### src/rtl/pulse_count_sequencer.sv
// pulse_count_sequencer: clears, times and reads out the pulse-counter array (cnt_clr/cnt_start/cnt_sel/cnt_data) as a 53-word tx_data/tx_valid/tx_ready frame, with acq_req/acq_abort control and acq_busy/acq_err/frame_cnt status
module pulse_count_sequencer #(
    parameter int          NUM_WORDS   = 52,
    parameter int          CNT_W       = 10,
    parameter int          CLR_CYCLES  = 2,
    parameter logic [23:0] TIMEOUT_CYC = 24'd5_000_000
) (
    input  logic             clk50,
    input  logic             rst,
    input  logic             acq_req,
    input  logic             acq_abort,
    input  logic             cnt_done,
    output logic             cnt_clr,
    output logic             cnt_start,
    output logic [5:0]       cnt_sel,
    input  logic [CNT_W-1:0] cnt_data,
    output logic [15:0]      tx_data,
    output logic             tx_valid,
    input  logic             tx_ready,
    output logic             acq_busy,
    output logic             acq_err,
    output logic [15:0]      frame_cnt
);
    typedef enum logic [2:0] {IDLE, CLEAR, COLLECT, HDR, FETCH, SEND, DONE} state_t;
    state_t      state, state_n;
    logic [7:0]  clr_cnt, clr_n;
    logic [23:0] tcnt, tcnt_n;
    logic [5:0]  sel_n;
    logic [15:0] data_n, frame_n;
    logic        valid_n, err_n, xfer;
    assign xfer = tx_valid & tx_ready;
    always_comb begin
        state_n = state;
        clr_n   = '0;
        tcnt_n  = '0;
        sel_n   = cnt_sel;
        data_n  = tx_data;
        valid_n = tx_valid;
        err_n   = acq_err;
        frame_n = frame_cnt;
        unique case (state)
            IDLE: if (acq_req) begin
                state_n = CLEAR;
                err_n   = 1'b0;
            end
            CLEAR: begin
                clr_n   = clr_cnt + 8'd1;
                state_n = clr_cnt == 8'(CLR_CYCLES - 1) ? COLLECT : CLEAR;
            end
            COLLECT: begin
                tcnt_n = tcnt + 24'd1;
                if (cnt_done) begin
                    state_n = HDR;
                    data_n  = {8'hA5, frame_cnt[7:0]};
                    valid_n = 1'b1;
                end else if (tcnt == TIMEOUT_CYC - 24'd1) begin
                    state_n = IDLE;
                    err_n   = 1'b1;
                end
            end
            HDR: if (xfer) begin
                state_n = FETCH;
                valid_n = 1'b0;
                sel_n   = '0;
            end
            FETCH: begin
                data_n  = 16'({cnt_sel, cnt_data});
                valid_n = 1'b1;
                state_n = SEND;
            end
            SEND: if (xfer) begin
                valid_n = 1'b0;
                state_n = cnt_sel == 6'(NUM_WORDS - 1) ? DONE : FETCH;
                sel_n   = cnt_sel == 6'(NUM_WORDS - 1) ? cnt_sel : cnt_sel + 6'd1;
            end
            DONE: begin
                frame_n = frame_cnt + 16'd1;
                sel_n   = '0;
                state_n = IDLE;
            end
            default: state_n = IDLE;
        endcase
        if (acq_abort) begin
            state_n = IDLE;
            valid_n = 1'b0;
            sel_n   = '0;
            clr_n   = '0;
            tcnt_n  = '0;
            err_n   = acq_err;
            frame_n = frame_cnt;
        end
    end
    always_ff @(posedge clk50) begin
        if (rst) begin
            state     <= IDLE;
            clr_cnt   <= '0;
            tcnt      <= '0;
            cnt_sel   <= '0;
            tx_data   <= '0;
            tx_valid  <= 1'b0;
            acq_err   <= 1'b0;
            frame_cnt <= '0;
            cnt_clr   <= 1'b0;
            cnt_start <= 1'b0;
            acq_busy  <= 1'b0;
        end else begin
            state     <= state_n;
            clr_cnt   <= clr_n;
            tcnt      <= tcnt_n;
            cnt_sel   <= sel_n;
            tx_data   <= data_n;
            tx_valid  <= valid_n;
            acq_err   <= err_n;
            frame_cnt <= frame_n;
            cnt_clr   <= state_n == CLEAR;
            cnt_start <= state_n == COLLECT;
            acq_busy  <= state_n != IDLE;
        end
    end
endmodule

### config.mk
export PLATFORM = sky130hd
export DESIGN_NAME = pulse_count_sequencer
export DESIGN_NICKNAME = d
export VERILOG_FILES = /design/src/rtl/pulse_count_sequencer.sv
export SDC_FILE = /design/constraint.sdc
export NUM_CORES = 1
export LEC_CHECK = 0
export CORE_MARGIN = 2
export CORE_UTILIZATION = 57
export CTS_CLUSTER_SIZE = 10
export DETAILED_ROUTE_END_ITERATION = 7
export PLACE_DENSITY = 0.81
export RECOVER_POWER = 25
export SLEW_MARGIN = 40
export SYNTH_ARGS = -nofsm -noshare
export SYNTH_HDL_FRONTEND = slang
export SYNTH_SLANG_ARGS = --single-unit
### constraint.sdc
create_clock -name clk50 -period 4.6 [get_ports clk50]
set_input_delay 0.69 -clock clk50 [delete_from_list [all_inputs] [get_ports clk50]]
set_output_delay 0.69 -clock clk50 [all_outputs]
set_load 0.005 [all_outputs]
# == Word level (Yosys, flattened, before mapping) ==
# Cells that the tools add are included.
# op_classes
add_sub_neg,4
eq_ne,19
n_mux,22
bitwise_logic,4
n_reduce_logical,15
# ops
cell,count
$pmux 16 s2,1
$add 24x1->24 const B,1
$eq 24x23->1 const B,1
$mux 3,6
$mux 6,3
$pmux 3 s6,1
$pmux 6 s3,1
$add 16x1->16 const B,1
$mux 16,1
$ne 2x2->1 const B,7
$eq 3x2->1 const B,3
$eq 3x3->1 const B,3
$reduce_bool 3->1,3
$add 8x1->8 const B,1
$eq 8x1->1 const B,1
$add 6x1->6 const B,1
$eq 3x1->1 const B,2
$eq 6x6->1 const B,1
$reduce_or 3->1,2
$mux 1,5
$reduce_and 5->1,1
$mux 2,2
$reduce_and 2->1,2
$reduce_and 4->1,1
9 further kinds,13
# totals
ff_bits,78
inputBits,16
wordCells,75

# == Depth between registers and ports, before layout ==
# depth
depth_word,6
depth_mapped,7

# == Worst setup path after synthesis ==
# No wires, ideal clock.
# synth_timing
path_kind,in2reg
from,input acq_abort
to,register frame_cnt[13]
setup_ns,0.128
arrival_ns,1.738
required_time_ns,4.472
setup_slack_ns,2.735
stages,6
path_cell_list,and4bb_2 > and4_1 > clkbuf_1 > nand4_1 > xor2_1 > nor2_1
# synth_via
elab_chain_cells,2
# synth_rtl
item,line,text
from (decl),11,"input logic acq_abort,"
$not 1->1 (no line),n/a,
$reduce_and 2->1 (no line),n/a,
to (signal assigned),114,frame_cnt <= frame_n;
to (decl),22,output logic [15:0] frame_cnt
# No other way between the ends.
# A chain may end at the register's enable or synchronous reset.

# == Worst setup path after layout ==
# layout_timing
from,input rst
to,register tcnt[16]
# layout_via
elab_chain_cells,1
# layout_rtl
item,line,text
from (decl),9,"input logic rst,"
$reduce_or 3->1 (no line),n/a,
to (signal assigned),109,tcnt <= tcnt_n;
to (decl),27,"logic [23:0] tcnt, tcnt_n;"
# No other way between the ends.

==> metrics <==
status=complete, no violations; Setup Skew=7.45 ps; initial DRC count=136; worst-margin pin slew=770 ps; largest net degree at the start of global routing=38; CTS tree=yes; non-filler cells, final=535; Detailed Place HPWL=5330 um; CTS Buffer Depth=2; Routed WL per cell=14.6 um; max-slew violations=0; Clock Latency Late Sink=350 ps; H-tree levels=3; Overflow after GRT=0; core area=5920 sq um; # port buffers=58; final setup margin=2110 ps; ys async rst share=0%; first-pass GRT wire length=12,700 um; Leakage=1.55 nW; Detailed Routing Iterations Pass 1=4; Final Cell Area=4290 sq um; post-route clock period utilization=54.1%; critical path, cell by cell=dlygate4sd3_1, buf_4, nor2_1, nand2_1, a21oi_1; slowest CP cell=nand2_1; Slew Limit Headroom=48.5%; layout cells sized above 1=6.52%; Tmin final=2490 ps; Die W=82.4 um; Worst R2R Setup Slack=2270 ps; Via Count=2,995; DRC=0; Max stage delay on crit path=560 ps; sequential area share after synthesis=44.6%; Final Hold Violating Endpoints=0; Layout fillers=470; setup tns final=0 ps; Hold Crit Depth=1; peak supply drop=0.000223 V; kind of critical path=in2reg; flops & latches, synth=78; Area Growth Syn to Fin=22.4%; Power Density=281 nW/um^2; Worst Hold Endpoint=acq_err$_SDFFE_PP0P_; reg2reg end=tx_data[0]$_SDFFE_PP0P_; worst-path fanout max=37; post-CTS setup repair buffer count=0; nets=479; Worst setup EP type=flop; RSZ-0062 raised after global routing=false; cell count after synthesis=405; I/O pin count=59; CP required=4860 ps; # setup viols final=0; Routed Antenna Nets=0; crit start category=primary input; Resize count post-CTS=0; vias in the first global route=2,860; clk slew on worst S/H paths=70 ps; CTS root buf=clkbuf_8; initial antenna violation count=0; starting density of the core=59.2%; beginning of the worst register-to-register path=state[1]$_SDFF_PP0_; worst slack, placed=1870 ps; Synth Cell Area=3500 sq um; Inst Count DP=520; Synth cell types=50; max-cap violation count=0; Via density=5.60; Hold Path Class=reg2reg; num rows=28; Die ar.=6790 sq um; syn avg cell area=8.65 sq um; Hold Buf Count CTS=0; diode count=0; Reg2Reg Depth=5; Hold Startpoint=acq_err$_SDFFE_PP0P_; Synth Warn #=0; Num CTS Buffers=9; Most used DFF post-synth=dfxtp_1; Die H=82.4 um; Syn Nets=428; total global routing track utilization=24.3%; EDFF count, synth=0; Critical Path AT=2750 ps; final RePlAce weighted congestion=0.863; Clock Sink Count=78; Placement Cell Area=4100 sq um; achievable frequency=402 MHz; final wirelength=7790 um
[layout make-up]
cell class / instances / area [sq um] / share of cell area, %
multi-input combinational: 298 / 1820 / 42.4
inverter: 10 / 37.5 / 0.875
clock inverter: 5 / 50.0 / 1.17
timing repair buffer: 59 / 588 / 13.7
clock buffer: 10 / 138 / 3.21
tap: 75 / 93.8 / 2.19
sequential: 78 / 1560 / 36.4
[layer usage]
layer	wire length [um]	share of wire, %	up-vias	GRT usage [%]
li1	-	-	1489	-
met3	285	3.7	7	7.61
met2	3780	49	57	39.9
met4	82	1.1	0	8.50
met1	3640	47	1442	30.0
met5	0	0	-	0
[through the flow]
| step | total power [mW] | hold WS (ps) | util, % |
|---|---|---|---|
| 3_5_place_dp | 0.728 | 464 | 69.3 |
| 5_1_grt | 1.24 | 493 | 72.4 |
| 6_report | 1.21 | 474 | 72.4 |
| 4_1_cts | 1.21 | 480 | 72.4 |
| 2_1_floorplan | 0.707 | 451 | - |
| 3_3_place_gp | 0.727 | 458 | 69.2 |
[where the power goes]
| part | switching, mW | leakage [nW] | total, mW | internal [mW] |
|---|---|---|---|---|
| logic | 0.0150 | 0.820 | 0.0325 | 0.0175 |
| registers | 0.00216 | 0.628 | 0.679 | 0.677 |
| clock network | 0.236 | 0.102 | 0.495 | 0.258 |
[sequential cells by signal, indices dropped and copies added, names as in the netlist]
register	count
tx_valid	1
acq_busy	1
tx_data	16
cnt_start	1
cnt_sel	6
cnt_clr	1
frame_cnt	16
state	3
acq_err	1
tcnt	24
clr_cnt	8
[critical path: cells and delay by family]
| family | cells | cell delay [ps] |
|---|---|---|
| buffers and inverters | 2 | 780 |
| AND/OR/NAND/NOR | 2 | 930 |
| AO/OA/AOI/OAI | 1 | 330 |
[cell usage in the layout, fill, tap and decap left out, types with 4 or more instances in the layout]
cell / count
ha_1: 7
nand2_1: 37
xor2_1: 21
o21ai_0: 6
a21oi_1: 9
and3_1: 10
nand3_1: 25
nor4_1: 4
nor4b_1: 4
xnor2_1: 23
nor2_1: 77
clkdlybuf4s50_1: 33
nor3_1: 13
clkinv_2: 4
dlygate4sd3_1: 25
clkbuf_8: 10
dfxtp_1: 78
a22oi_1: 5
inv_1: 10
a311oi_1: 8
[synth_stat cells, types with 3 or more instances]
cell type / number / area, sq um
nor3_1: 13 / 65.1
nand4_1: 3 / 18.8
or3_1: 3 / 18.8
ha_1: 7 / 87.6
a22oi_1: 5 / 37.5
nor4b_1: 4 / 35.0
o21ai_0: 6 / 30.0
dfxtp_1: 78 / 1560
nor2b_1: 3 / 18.8
buf_2: 3 / 15.0
and4b_1: 3 / 30.0
and4_1: 3 / 26.3
a21oi_1: 9 / 45.0
and3_1: 10 / 62.6
nor2_1: 78 / 293
nor4_1: 4 / 25.0
inv_1: 10 / 37.5
nand3_1: 25 / 125
clkbuf_1: 14 / 52.6
nand2_1: 37 / 139
xor2_1: 21 / 184
xnor2_1: 23 / 201
a311oi_1: 8 / 70.1
nor3_2: 3 / 30.0
[how the worst max path moves through the flow]
stage | from | end | slack [ps]
after floorplan | acq_abort | frame_cnt[13]$_SDFFE_PP0P_ | 2730
after global placement | rst | tcnt[16]$_SDFF_PP0_ | 2070
after detailed placement | rst | tcnt[16]$_SDFF_PP0_ | 1870
after CTS | state[1]$_SDFF_PP0_ | tcnt[16]$_SDFF_PP0_ | 2250
after global routing | rst | tcnt[16]$_SDFF_PP0_ | 1930
final | rst | tcnt[16]$_SDFF_PP0_ | 2110
[cells by family after synthesis]
group / synth area share [%]
xor gates and xnor gates: 11.0
adders and majority gates: 2.50
muxes: 0.571
buffers and inverters: 3.54
AOI/OAI and AO/OA: 7.64
and+or+nand+nor: 30.2
DFF: 44.6
No activity file was read; power rests on OpenSTA's default activity.
